## src/rtl/wave_meter.sv

```systemverilog
// rtl/wave_meter.sv - wave period and amplitude meter using mid-level crossings with hysteresis
module wave_meter #(
  parameter int DW   = 8,
  parameter int CW   = 16,
  parameter int HYST = 4
) (
  input  logic          clk,
  input  logic          rst,
  input  logic          en,
  input  logic [DW-1:0] sample,
  output logic [CW-1:0] period,
  output logic [DW-1:0] peak,
  output logic [DW-1:0] trough,
  output logic [DW-1:0] amp,
  output logic          valid,
  output logic          ovf
);

  localparam logic [DW-1:0] MID     = {1'b1, {(DW-1){1'b0}}};
  localparam logic [DW-1:0] HI      = MID + DW'(HYST);
  localparam logic [DW-1:0] LO      = MID - DW'(HYST);
  localparam logic [CW-1:0] CNT_MAX = '1;

  typedef enum logic [1:0] {SEEK, ARM, HIGH, LOW} state_t;

  state_t        state_q, state_d;
  logic [CW-1:0] cnt_q, cnt_d;
  logic [DW-1:0] max_q, max_d;
  logic [DW-1:0] min_q, min_d;
  logic [CW-1:0] period_q, period_d;
  logic [DW-1:0] peak_q, peak_d;
  logic [DW-1:0] trough_q, trough_d;
  logic [DW-1:0] amp_q, amp_d;
  logic          valid_q, valid_d;
  logic          ovf_q, ovf_d;

  logic is_high, is_low;
  logic [CW-1:0] cnt_inc;
  logic          cnt_sat;
  logic [DW-1:0] max_upd, min_upd;

  assign is_high = (sample >= HI);
  assign is_low  = (sample < LO);
  assign cnt_sat = (cnt_q == CNT_MAX);
  assign cnt_inc = cnt_sat ? cnt_q : cnt_q + CW'(1);
  assign max_upd = (sample > max_q) ? sample : max_q;
  assign min_upd = (sample < min_q) ? sample : min_q;

  always_comb begin
    state_d  = state_q;
    cnt_d    = cnt_q;
    max_d    = max_q;
    min_d    = min_q;
    period_d = period_q;
    peak_d   = peak_q;
    trough_d = trough_q;
    amp_d    = amp_q;
    valid_d  = 1'b0;
    ovf_d    = ovf_q;
    if (en) begin
      case (state_q)
        SEEK: begin
          if (is_low) state_d = ARM;
        end
        ARM: begin
          if (is_high) begin
            state_d = HIGH;
            cnt_d   = CW'(1);
            max_d   = sample;
            min_d   = sample;
          end
        end
        HIGH: begin
          cnt_d = cnt_inc;
          ovf_d = ovf_q | cnt_sat;
          max_d = max_upd;
          min_d = min_upd;
          if (is_low) state_d = LOW;
        end
        LOW: begin
          if (is_high) begin
            // Crossing sample opens the next cycle; it is not part of the reported one.
            period_d = cnt_q;
            peak_d   = max_q;
            trough_d = min_q;
            amp_d    = max_q - min_q;
            valid_d  = 1'b1;
            cnt_d    = CW'(1);
            max_d    = sample;
            min_d    = sample;
            state_d  = HIGH;
          end else begin
            cnt_d = cnt_inc;
            ovf_d = ovf_q | cnt_sat;
            max_d = max_upd;
            min_d = min_upd;
          end
        end
        default: state_d = SEEK;
      endcase
    end
  end

  always_ff @(posedge clk or posedge rst) begin
    if (rst) begin
      state_q  <= SEEK;
      cnt_q    <= '0;
      max_q    <= '0;
      min_q    <= '0;
      period_q <= '0;
      peak_q   <= '0;
      trough_q <= '0;
      amp_q    <= '0;
      valid_q  <= 1'b0;
      ovf_q    <= 1'b0;
    end else begin
      state_q  <= state_d;
      cnt_q    <= cnt_d;
      max_q    <= max_d;
      min_q    <= min_d;
      period_q <= period_d;
      peak_q   <= peak_d;
      trough_q <= trough_d;
      amp_q    <= amp_d;
      valid_q  <= valid_d;
      ovf_q    <= ovf_d;
    end
  end

  assign period = period_q;
  assign peak   = peak_q;
  assign trough = trough_q;
  assign amp    = amp_q;
  assign valid  = valid_q;
  assign ovf    = ovf_q;

endmodule

```

## config.mk

```make
export PLATFORM = sky130hd
export DESIGN_NAME = wave_meter
export DESIGN_NICKNAME = d
export VERILOG_FILES = /design/src/rtl/wave_meter.sv
export SDC_FILE = /design/constraint.sdc
export NUM_CORES = 1
export LEC_CHECK = 0
export ABC_AREA = 1
export BUFFER_PORTS_ARGS = -buffer_cell sky130_fd_sc_hd__buf_2
export CAP_MARGIN = 20
export CORE_MARGIN = 5
export CORE_UTILIZATION = 40
export CTS_BUF_LIST = sky130_fd_sc_hd__clkbuf_8
export DETAILED_ROUTE_END_ITERATION = 16
export PLACE_DENSITY = 0.6
export SYNTH_ARGS = -nofsm -noshare
export SYNTH_HDL_FRONTEND = slang
export SYNTH_SLANG_ARGS = --single-unit
```

## constraint.sdc

```tcl
create_clock -name clk -period 2.9 [get_ports clk]
set_input_delay 0.29 -clock clk [delete_from_list [all_inputs] [get_ports clk]]
set_output_delay 0.29 -clock clk [all_outputs]
set_load 0.02 [all_outputs]
```

### Word level (Yosys, flattened, before mapping)

Cells that the tools add are included.

* word-level logic and storage cells: 54
* input port bits: 11
* flip-flop bits (word level): 76

* add/sub/neg operators: 2
* bitwise gates (word level): 1
* $lt $le $gt $ge: 4
* mux-type cells: 20
* reductions and logical operators: 8
* equality and inequality tests: 9

Operators with widths (count)
* two-way mux 16 bit: 3
* one-hot mux 16 bit (3 select lines): 1
* one-hot mux 8 bit (3 select lines): 2
* two-way mux 8 bit: 5
* adder 16 x 1 -> 16 bit (second input constant): 1
* == test 16 bit (second input constant): 1
* AND reduction 3 bit: 3
* >= comparator 8 bit (second input constant): 1
* greater-than comparator 8 bit: 1
* less-than comparator 8 x 7 -> 1 bit (second input constant): 1
* less-than comparator 8 bit: 1
* inequality test 2 bit (second input constant): 4
* subtractor 8 bit: 1
* two-way mux 2 bit: 3
* one-hot mux 2 bit (3 select lines): 1
* == test 2 bit (second input constant): 2
* two-way mux 1 bit: 4
* AND reduction 4 bit: 1
* nonzero test 3 bit: 1
* == test 2 x 1 -> 1 bit (second input constant): 1
* logical NOT 2 bit: 1
* inequality test 2 x 1 -> 1 bit (second input constant): 1
* one-hot mux 1 bit (2 select lines): 1
* nonzero test 2 bit: 1
* other kinds (2): 2

### Depth between registers and ports, before layout

Gate-level depths: netlist of run 1.

* depth in word-level cells: 4
* mapped depth: 12

### Worst setup path before layout of run 1

No wires, ideal clock.

* path type: reg2reg
* from: register max_q[0]
* to: register amp_q[6], in the netlist amp[6]
* stages on the path, launching flop included: 12
* buffers on the path: 0
* clock period less this slack: 1.733 ns
* data arrival time: 1.616 ns
* path slack: 1.167 ns
* path through: dfrtp_1 > inv_1 > ha_1 > fa_1 > o21ai_0 > nand2_1 > nand2_1 > nand2_1 > nand2_1 > nand2_1 > nand3_1 > nand2_1

* cells in the longest elaborated chain, start to end: 1

Ends and longest elaborated chain
* start, declared: RTL line 28 `logic [DW-1:0] max_q, max_d;`
* start signal, assigned: RTL line 119 `max_q <= max_d;`
* subtractor 8 bit: RTL line 86 `amp_d = max_q - min_q;`
* end signal, assigned: RTL line 124 `amp_q <= amp_d;`
* end, declared: RTL line 33 `logic [DW-1:0] amp_q, amp_d;`

No other way between the ends.
A chain may end at the register's enable or synchronous reset.

### Worst setup path in the final report of run 1

* from: register max_q[7]
* to: register max_q[3]

* cells in the longest elaborated chain, start to end: 4

Ends and longest elaborated chain
* greater-than comparator 8 bit *: RTL line 46 `assign max_upd = (sample > max_q) ? sample : max_q;`
* two-way mux 8 bit *: RTL line 46
* two-way mux 8 bit: RTL line 81 `if (is_high) begin`
* one-hot mux 8 bit (3 select lines) *: RTL line 61 `case (state_q)`

Mark *: on every way between the ends. The rest lies on a longest branch, timed or not.

==> impl_results.md, run 1 <==
- Status: finished, final reports clean
- Setup TNS: 0 ns
- Crit path from: max_q[7]
- Unique masters post-synth: 36
- Fillers: 1131
- Synth-to-Final Area Change: 13.0%
- Most frequent cells in the layout: 146 x nand2_1, 76 x dfrtp_1, 56 x inv_1, 55 x nand3_1, 52 x buf_2
- Sequential area share after synthesis: a little over two fifths
- Dpl hpwl: slightly below 9 mm
- Top FF cell, synth: dfrtp_1
- Type of origin of the critical path: register
- Share of cells above drive strength 1: around 17%
- Clk_lat worst skew: about 0.37 ns
- DR pass1 iterations: 5
- I/O Pins: 53
- Final WL: approximately 12 mm
- Layout Utilization: 46.6%
- Most Frequent Cell on Critical Path: nand2_1
- Maximum fanout along the worst path: 9
- Max-slew headroom: around three fifths
- CORE AREA: around 11000 um2
- Initial Util: 41.2%
- Total GRT Usage: 19.1%
- Worst-Margin Slew: 0.611 ns
- CTS Hold Buffers Added: 1
- Crit Path Class: reg -> reg
- Asr flop ratio synth: 100%
- Synth Cell Area: roughly 4500 um2
- Worst path cell trace: inv_1 > ha_1 > nand2_1 > nor2_1 > nand2_1 > nand2_2 > nand2_1 > nand2_1 > nand3_1 > a21oi_1
- Port Buffers: 52
- Critical Path RT: about 3.2 ns
- First-pass GRT wire length: 19.9 mm
- TritonCTS Buffers: 9
- CP Data Arrival Time: between 2 and 2.5 ns
- DR WL/cell: 15.8 um
- Final Instance Count excl. Fillers: between 700 and 800
- Largest net degree at the start of global routing: 59
- Vias in the first global route: around 3800
- Tmin final: around 2.1 ns
- Hold WS: 0.338 ns
- CP max-delay cell: dfrtp_1
- Root buffer cell: clkbuf_8
- Post-Syn Instances: 565
- Die ar.: 13500 um2
- Max capacitance violation total: 0
- Clock Tree Buf Depth: 2
- Post-cts resize count: 0
- RR Startpoint: max_q[7]
- Pwr Density: approximately 930 nW/um2
- Clk slew on worst S/H paths: 0.09 ns
- # rows: 38
- H-tree Lvls: 3
- Initial antenna violation count: 0
- CP endpoint kind: register
- Commonest non-fill, non-tap cell in the layout: nand2_1
- Via count: 4008
- Final ANT Viol Nets: 0
- CP delay by family, top: simple AND/OR/NAND/NOR gates
- Reg-to-reg slack, setup: 0.83 ns
- TritonCTS sink count: 76
- Net Count, Synth: 600
- Crit path largest cell delay: between 0.3 and 0.4 ns
- Final Setup Violations: 0
- Die Y-Extent: 116 um
- Global route overflow: 0
- Crit path depth: 10
- Fmax: 483 MHz
- CP bufs+invs: 1
- Final Max Tran Viols: 0
- Post-synth EDFFs: 0
- Peak VDD IR: 0.000429 V
- Die W: approximately 120 um
- # diodes: 0
- CTS tree: built
- R2R cell count: 10
- Final Wtd Congestion: 0.899
- Final hold violation count: 0
- Yosys reg bits: 76
- Reg-to-Reg End: max_q[3]
- DRT iter0 DRCs: 323
- Setup Buffers After CTS: 0
- Leakage power: 2.70 nW
- Final clock skew: 0.00956 ns
- Syn avg cell area: 7.97 um2
- Nets: 653
- RSZ-0062 raised after global routing: no
- Post-Place Cells: roughly 750
- CP endpoint: max_q[3]
- YS warnings: 0
- DR vias/cell: 5.25
- HP Class: in -> reg
- Period utilisation layout: 71.4%
- DRC viols: 0
==> report_power, final <==
group	internal, mW	switching, mW
clock	0.491	0.416
combinational	0.767	1.45
sequential	1.38	0.225
==> per-layer routing <==
metal  vias up  global-route usage, %  part of all wire [%]
li1       1973                      -                     -
met3        14                   4.25                   5.9
met5         -                      0                     0
met2       145                   28.8                    44
met1      1876                   27.3                    48
met4         0                   6.57                   1.8
==> flip-flops by register name, indices dropped and copies added (netlist names) <==
| name | count |
|---|---|
| cnt_q | 16 |
| period | 16 |
| amp | 8 |
| max_q | 8 |
| min_q | 8 |
| peak | 8 |
| trough | 8 |
| state_q | 2 |
| ovf | 1 |
| valid | 1 |
==> metrics by stage <==
| stage | setup slack (ns) | cell area (um2) | power, mW |
|---|---|---|---|
| 2_1_floorplan | 0.672 | 4500 | 3.17 |
| 3_3_place_gp | 0.844 | 4860 | 3.79 |
| 3_5_place_dp | 0.854 | 4860 | 3.83 |
| 4_1_cts | 0.841 | 5090 | 4.75 |
| 5_1_grt | 0.712 | 5090 | 5.11 |
| 6_report | 0.828 | 5090 | 4.73 |
==> cell usage after synthesis (2+ instances only) <==
cell type	number	area, um2
inv_2	7	26.3
nand4_1	4	25.0
nand2_1	146	548
o21ai_1	32	160
nor2_4	2	22.5
xor2_1	8	70.1
buf_4	4	30.0
and2_1	6	37.5
nor2_1	25	93.8
o21ai_0	38	190
nand4_2	3	37.5
nor3_4	2	32.5
nor3_1	3	15.0
nand2_4	4	45.0
buf_6	7	78.8
a31oi_1	2	12.5
a21oi_1	28	140
clkinv_2	2	10.0
nand3_1	55	275
buf_2	3	15.0
dfrtp_1	76	1900
o21a_1	2	15.0
clkbuf_1	2	7.51
inv_1	57	214
nand2_2	7	43.8
nor3_2	3	30.0
o2111ai_1	6	52.6
ha_1	23	288
==> worst min path at each step <==
stage / startpoint / end / slack, ns / depth (start not counted)
3_3_place_gp: rst / ovf / 0.38 / 2
6_report: sample[0] / min_q[0] / 0.34 / 3
5_1_grt: sample[0] / min_q[0] / 0.35 / 3
3_5_place_dp: rst / period[14] / 0.39 / 2
4_1_cts: en / cnt_q[3] / 0.33 / 3
2_1_floorplan: sample[7] / state_q[0] / 0.47 / 3
==> area by class of cell <==
class / instances / area (um2) / share of cell area [%]
clock inverters: 3 / 42.5 / 0.836
inverters: 66 / 251 / 4.94
repair buffers: 58 / 320 / 6.29
well taps: 140 / 175 / 3.44
clock buffers: 13 / 179 / 3.51
flip-flops and latches: 76 / 1900 / 37.4
multi-input cells: 407 / 2220 / 43.6
==> cells by family (layout without fill, tap and decap cells) <==
| logic type | Yosys count | count (layout) | synth area share (%) |
|---|---|---|---|
| simple gates | 263 | 263 | 27.5 |
| compound gates | 111 | 111 | 13.2 |
| buf+inv | 82 | 140 | 8.47 |
| flops | 76 | 76 | 42.2 |
| fa+ha+maj | 24 | 24 | 6.83 |
| xor+xnor | 9 | 9 | 1.75 |
==> tightest hold or removal path, stage by stage <==
cell	delay, ns
buf_2	0.14
o21ai_1	0.16
a21oi_1	0.08
Note: power is estimated with default switching activity, not from simulation.
==> inputs of run 2 (changes only) <==
PLACE_DENSITY = 0.63   (was 0.6)
clock period = 1.7 ns   (was 2.9 ns; I/O delays follow)
==> impl_results.md, run 2 (synthesized netlist as in run 1, its figures left out) <==
- Min-Delay Startpoint: en
- Die Y-Extent: 116 um
- Max-slew headroom: 63.1%
- Maximum fanout along the worst path: 8
- DRT iter0 DRCs: roughly 360
- Reg-to-reg slack, setup: roughly 0.025 ns
- Dpl hpwl: around 9.1 mm
- Initial Util: between 40 and 50%
- Hold WS: 0.191 ns
- Crit Path Class: reg -> reg
- Layout Utilization: 54.7%
- Clk_lat worst skew: 0.38 ns
- Vias in the first global route: 4047
- Root buffer cell: clkbuf_8
- CORE AREA: approximately 11000 um2
- HP Class: in -> reg
- DR WL/cell: 15.5 um
- RSZ-0062 raised after global routing: yes
- Final Setup Violations: 0
- H-tree Lvls: 3
- Total GRT Usage: 18.8%
- Largest net degree at the start of global routing: 39
- # rows: 38
- Setup TNS: 0 ns
- # diodes: 0
- Status: finished, final reports clean
- R2R cell count: 12
- Clk slew on worst S/H paths: 0.08 ns
- CP endpoint kind: register
- Global route overflow: 0
- Via count: 4259
- Initial antenna violation count: 0
- DR pass1 iterations: 5
- Reg-to-Reg End: cnt_q[1]
- Synth-to-Final Area Change: 32.9%
- Die ar.: 13500 um2
- Tmin final: 1.67 ns
- Commonest non-fill, non-tap cell in the layout: nand2_1
- DRC viols: 0
- Final WL: 12.8 mm
- Die W: 116 um
- I/O Pins: 53
- Port Buffers: 52
- DR vias/cell: approximately 5.1
- TritonCTS sink count: 76
- Peak VDD IR: around 0.0009 V
- Worst-Margin Slew: 0.552 ns
- CP Data Arrival Time: roughly 1.9 ns
- Max capacitance violation total: 0
- Final Max Tran Viols: 0
- Nets: 718
- TritonCTS Buffers: 9
- First-pass GRT wire length: roughly 20 mm
- RR Startpoint: cnt_q[1]
- Hold endpoint: cnt_q[6]
- Final ANT Viol Nets: 0
- Leakage power: 3.09 nW
- Final hold violation count: 0
- Share of cells above drive strength 1: 36.0%
- Period utilisation layout: between 90% and 100%
- Clock Tree Buf Depth: 2
- Hold-critical path depth: 3
- Final Wtd Congestion: around 0.9
- Final clock skew: 0.00996 ns
- Critical Path RT: between 1.5 and 2 ns
- Total power draw: around 9.7 mW
- Fmax: 597 MHz
- Type of origin of the critical path: register
- CTS tree: built
- Pwr Density: about 1600 nW/um2
- Most frequent cells in the layout: 134 x nand2_1, 76 x dfrtp_1, 58 x buf_4, 52 x buf_2, 45 x nand3_1
## run 2: stage by stage
| stage | cells | setup slack, ns | area, um2 |
|---|---|---|---|
| 4_1_cts | 815 | 0.00978 | 5510 |
| 2_1_floorplan | 565 | 0.0350 | 4510 |
| 3_3_place_gp | 796 | -0.0894 | 5260 |
| 3_5_place_dp | 796 | -0.101 | 5260 |
| 5_1_grt | 827 | -0.0731 | 5990 |
| 6_report | 827 | 0.0253 | 5990 |
## run 2: power breakdown
group / switching, mW / total [mW] / internal [mW]
clock: 0.709 / 1.50 / 0.794
sequential: 0.333 / 2.68 / 2.35
combinational: 3.08 / 5.52 / 2.43
## run 2: repair_timing
action	CTS	global route
hold endpoints to repair	22	0
setup endpoints to repair	18	31
resized for setup	7	92
hold buffers	1	0
pin swaps	0	20
setup buffers	3	11
gates cloned	0	1
## run 2: worst max path at each step
stage | slack, ns | cells past startpoint | endpoint | from
after floorplan | 0.04 | 11 | amp[6] | max_q[0]
after global placement | -0.09 | 11 | max_q[2] | max_q[1]
after detailed placement | -0.10 | 11 | max_q[7] | max_q[1]
after CTS | 0.01 | 11 | max_q[2] | max_q[2]
after global routing | -0.07 | 12 | max_q[2] | max_q[0]
final | 0.03 | 12 | cnt_q[1] | cnt_q[1]
## run 2: cell type report
class | count | area [um2]
Clock inverter | 3 | 43.8
Clock buffer | 12 | 165
Inverter | 66 | 256
Tap cell | 140 | 175
Multi-Input combinational cell | 408 | 2590
Fill cell | 1003 | 4950
Timing Repair Buffer | 122 | 856
Sequential cell | 76 | 1900
## run 2: worst max-delay path, stage by stage (launching register included)
cell and delay, ns:
dfrtp_1 0.38, ha_2 0.20, nand2_2 0.07, inv_4 0.07, nand2_4 0.05, nor2_4 0.14
nand2_4 0.09, nor3_4 0.16, nand2_4 0.13, nand2_4 0.11, nand2_2 0.05, o21ai_1 0.07
nor2_1 0.05
## run 2: routing by layer
metal  wire length (um)  global-route usage, %
met1               6080                   26.7
met2               5880                   28.2
met5                  0                      0
met3                593                   3.73
met4                260                   7.97
==> inputs of run 3 (changes only) <==
RECOVER_POWER = 25   (was default)
clock period = 1.4 ns   (was 1.7 ns; I/O delays follow)
==> impl_results.md, run 3 (synthesized netlist as in run 1, its figures left out) <==
- Status: complete, but fails checks
- Failing checks: negative setup slack
- Crit Path Class: reg -> reg
- CP endpoint kind: register
- # diodes: 0
- CP bufs+invs: 1
- Crit path depth: 10
- Global route overflow: 0
- Total power draw: approximately 14 mW
- Initial antenna violation count: 0
- Fmax: 581 MHz
- Synth-to-Final Area Change: 54.2%
- HP Class: in -> reg
- Final hold violation count: 0
- DRC viols: 0
- R2R cell count: 10
- TritonCTS sink count: 76
- Period utilisation layout: 123%
- Worst-Margin Slew: 0.711 ns
- CP delay by family, top: simple AND/OR/NAND/NOR gates
- Max capacitance violation total: 0
- Peak VDD IR: between 0.001 and 0.0015 V
- Port Buffers: 52
- Clock Tree Buf Depth: 2
- Nets: 783
- Fillers: about 910
- Crit path from: max_q[3]
- Final WL: roughly 15 mm
- CP endpoint: max_q[5]
- Type of origin of the critical path: register
- Most frequent cells in the layout: 112 x nand2_1, 112 x buf_4, 74 x dfrtp_1, 51 x buf_2
- Final Max Tran Viols: 0
- Layout Utilization: 63.5%
- Share of cells above drive strength 1: 50.2%
- Die ar.: 13500 um2
- Worst path cell trace: inv_1 > ha_1 > a21oi_1 > o21ai_2 > nand2_4 > nand2_8 > nand2_8 > nand2_2 > nand3_2 > a21oi_2
- I/O Pins: 53
- Final Instance Count excl. Fillers: ~890
- Vias in the first global route: 4529
- DRT iter0 DRCs: between 300 and 400
- Reg-to-reg slack, setup: -0.32 ns
- CTS tree: built
- First-pass GRT wire length: 23.0 mm
- Flip-flop and latch area: about 1900 um2
- Final ANT Viol Nets: 0
- Total GRT Usage: 21.8%
- DP Worst Slack: -0.477 ns
- Final clock skew: 0.0118 ns
- Reg-to-Reg End: max_q[5]
- Max-slew headroom: 52.6%
- # rows: 38
- Dpl hpwl: about 9.7 mm
- Maximum fanout along the worst path: 8
- Clk_lat worst skew: 0.37 ns
- TritonCTS Buffers: 9
- Critical Path RT: 1.66 ns
- Leakage power: 3.58 nW
- Die W: 116 um
- Design Area, Final: ~7000 um2
- Area of the multi-input gates: 3020 um2
- Post-Place Cells: around 840
- H-tree Lvls: 3
- Final Wtd Congestion: 0.945
- Clk slew on worst S/H paths: 0.08 ns
- Most Frequent Cell on Critical Path: nand2_8
- RR Startpoint: max_q[3]
- Crit path largest cell delay: 0.38 ns
- Die Y-Extent: roughly 120 um
- RSZ-0062 raised after global routing: yes
- CORE AREA: 10900 um2
- Via count: about 4700
- CP Data Arrival Time: just under 2 ns
- Largest net degree at the start of global routing: 77
- DR vias/cell: 5.25
- Tmin final: 1.72 ns
- Final Setup Violations: 39
- CP max-delay cell: dfrtp_1
- DR pass1 iterations: 5
- Slack of the critical path: -0.320 ns
- Pwr Density: 1960 nW/um2
- Placed Instance Area: 5730 um2
- DR WL/cell: about 16 um
- Initial Util: 41.2%
- Root buffer cell: clkbuf_8
run 3: cell types whose count changed in the layout (fill, tap and decap cells not counted), moves of 4 or more:
cell,previous run,this run
buf_4,58,112
nand3_1,45,22
nand2_1,134,112
nand3_2,10,32
nand2_2,16,28
o21ai_0,31,20
nand2_4,8,17
a21oi_1,14,6
buf_6,8,16
o21ai_1,35,42
a21oi_2,14,20
ha_4,11,16
o21ai_2,5,9
run 3: layout make-up:
type,instances,area share [%]
Clock buffer,10,1.98
Timing Repair Buffer,185,19.7
Sequential cell,76,27.4
Tap cell,140,2.52
Clock inverter,6,1.15
Inverter,66,3.69
Multi-Input combinational cell,410,43.5
run 3: repair_timing:
| action | 4_1_cts | 5_1_grt |
|---|---|---|
| setup endpoints to repair | 39 | 46 |
| setup buffers | 20 | 15 |
| pin swaps | 61 | 55 |
| hold buffers | 1 | 0 |
| cloned | 3 | 0 |
| endpoints found under the hold margin | 76 | 0 |
| resized for setup | 107 | 77 |
run 3: stage by stage:
step                      TNS, ns  hold WS, ns
after CTS                   -6.62        0.135
after detailed placement   -11.38        0.294
after global routing       -11.46        0.140
after global placement      -8.88        0.287
final                       -8.35        0.137
after floorplan             -1.84        0.319
run 3: worst reg2reg max path: cells and delay by family, from the launching register on:
kind / cells / cell delay, ns
simple gates: 5 / 0.51
fa+ha+maj: 1 / 0.26
compound gates: 3 / 0.38
flops: 1 / 0.38
buf+inv: 1 / 0.08
run 3: how the worst min path moves through the flow:
stage | start | endpoint | slack [ns] | cells past startpoint
4_1_cts | en | cnt_q[3] | 0.13 | 3
5_1_grt | en | cnt_q[4] | 0.14 | 3
3_5_place_dp | rst | period[12] | 0.29 | 3
2_1_floorplan | sample[7] | state_q[0] | 0.32 | 3
6_report | en | cnt_q[4] | 0.14 | 3
3_3_place_gp | rst | period[12] | 0.29 | 3
run 3: report_power, final:
| part | internal [mW] | switching [mW] | total, mW |
|---|---|---|---|
| registers | 2.85 | 0.415 | 3.27 |
| clock network | 1.04 | 0.863 | 1.90 |
| logic | 3.88 | 4.57 | 8.45 |
| total | 7.77 | 5.85 | 13.6 |
run 3: routing by layer:
layer | up-vias | part of all wire, % | global-route usage (%)
met5 | - | 0 | 0
met2 | 154 | 47 | 34.3
met3 | 31 | 5.1 | 3.21
li1 | 2244 | - | -
met4 | 0 | 2.6 | 7.97
met1 | 2263 | 45 | 30.8
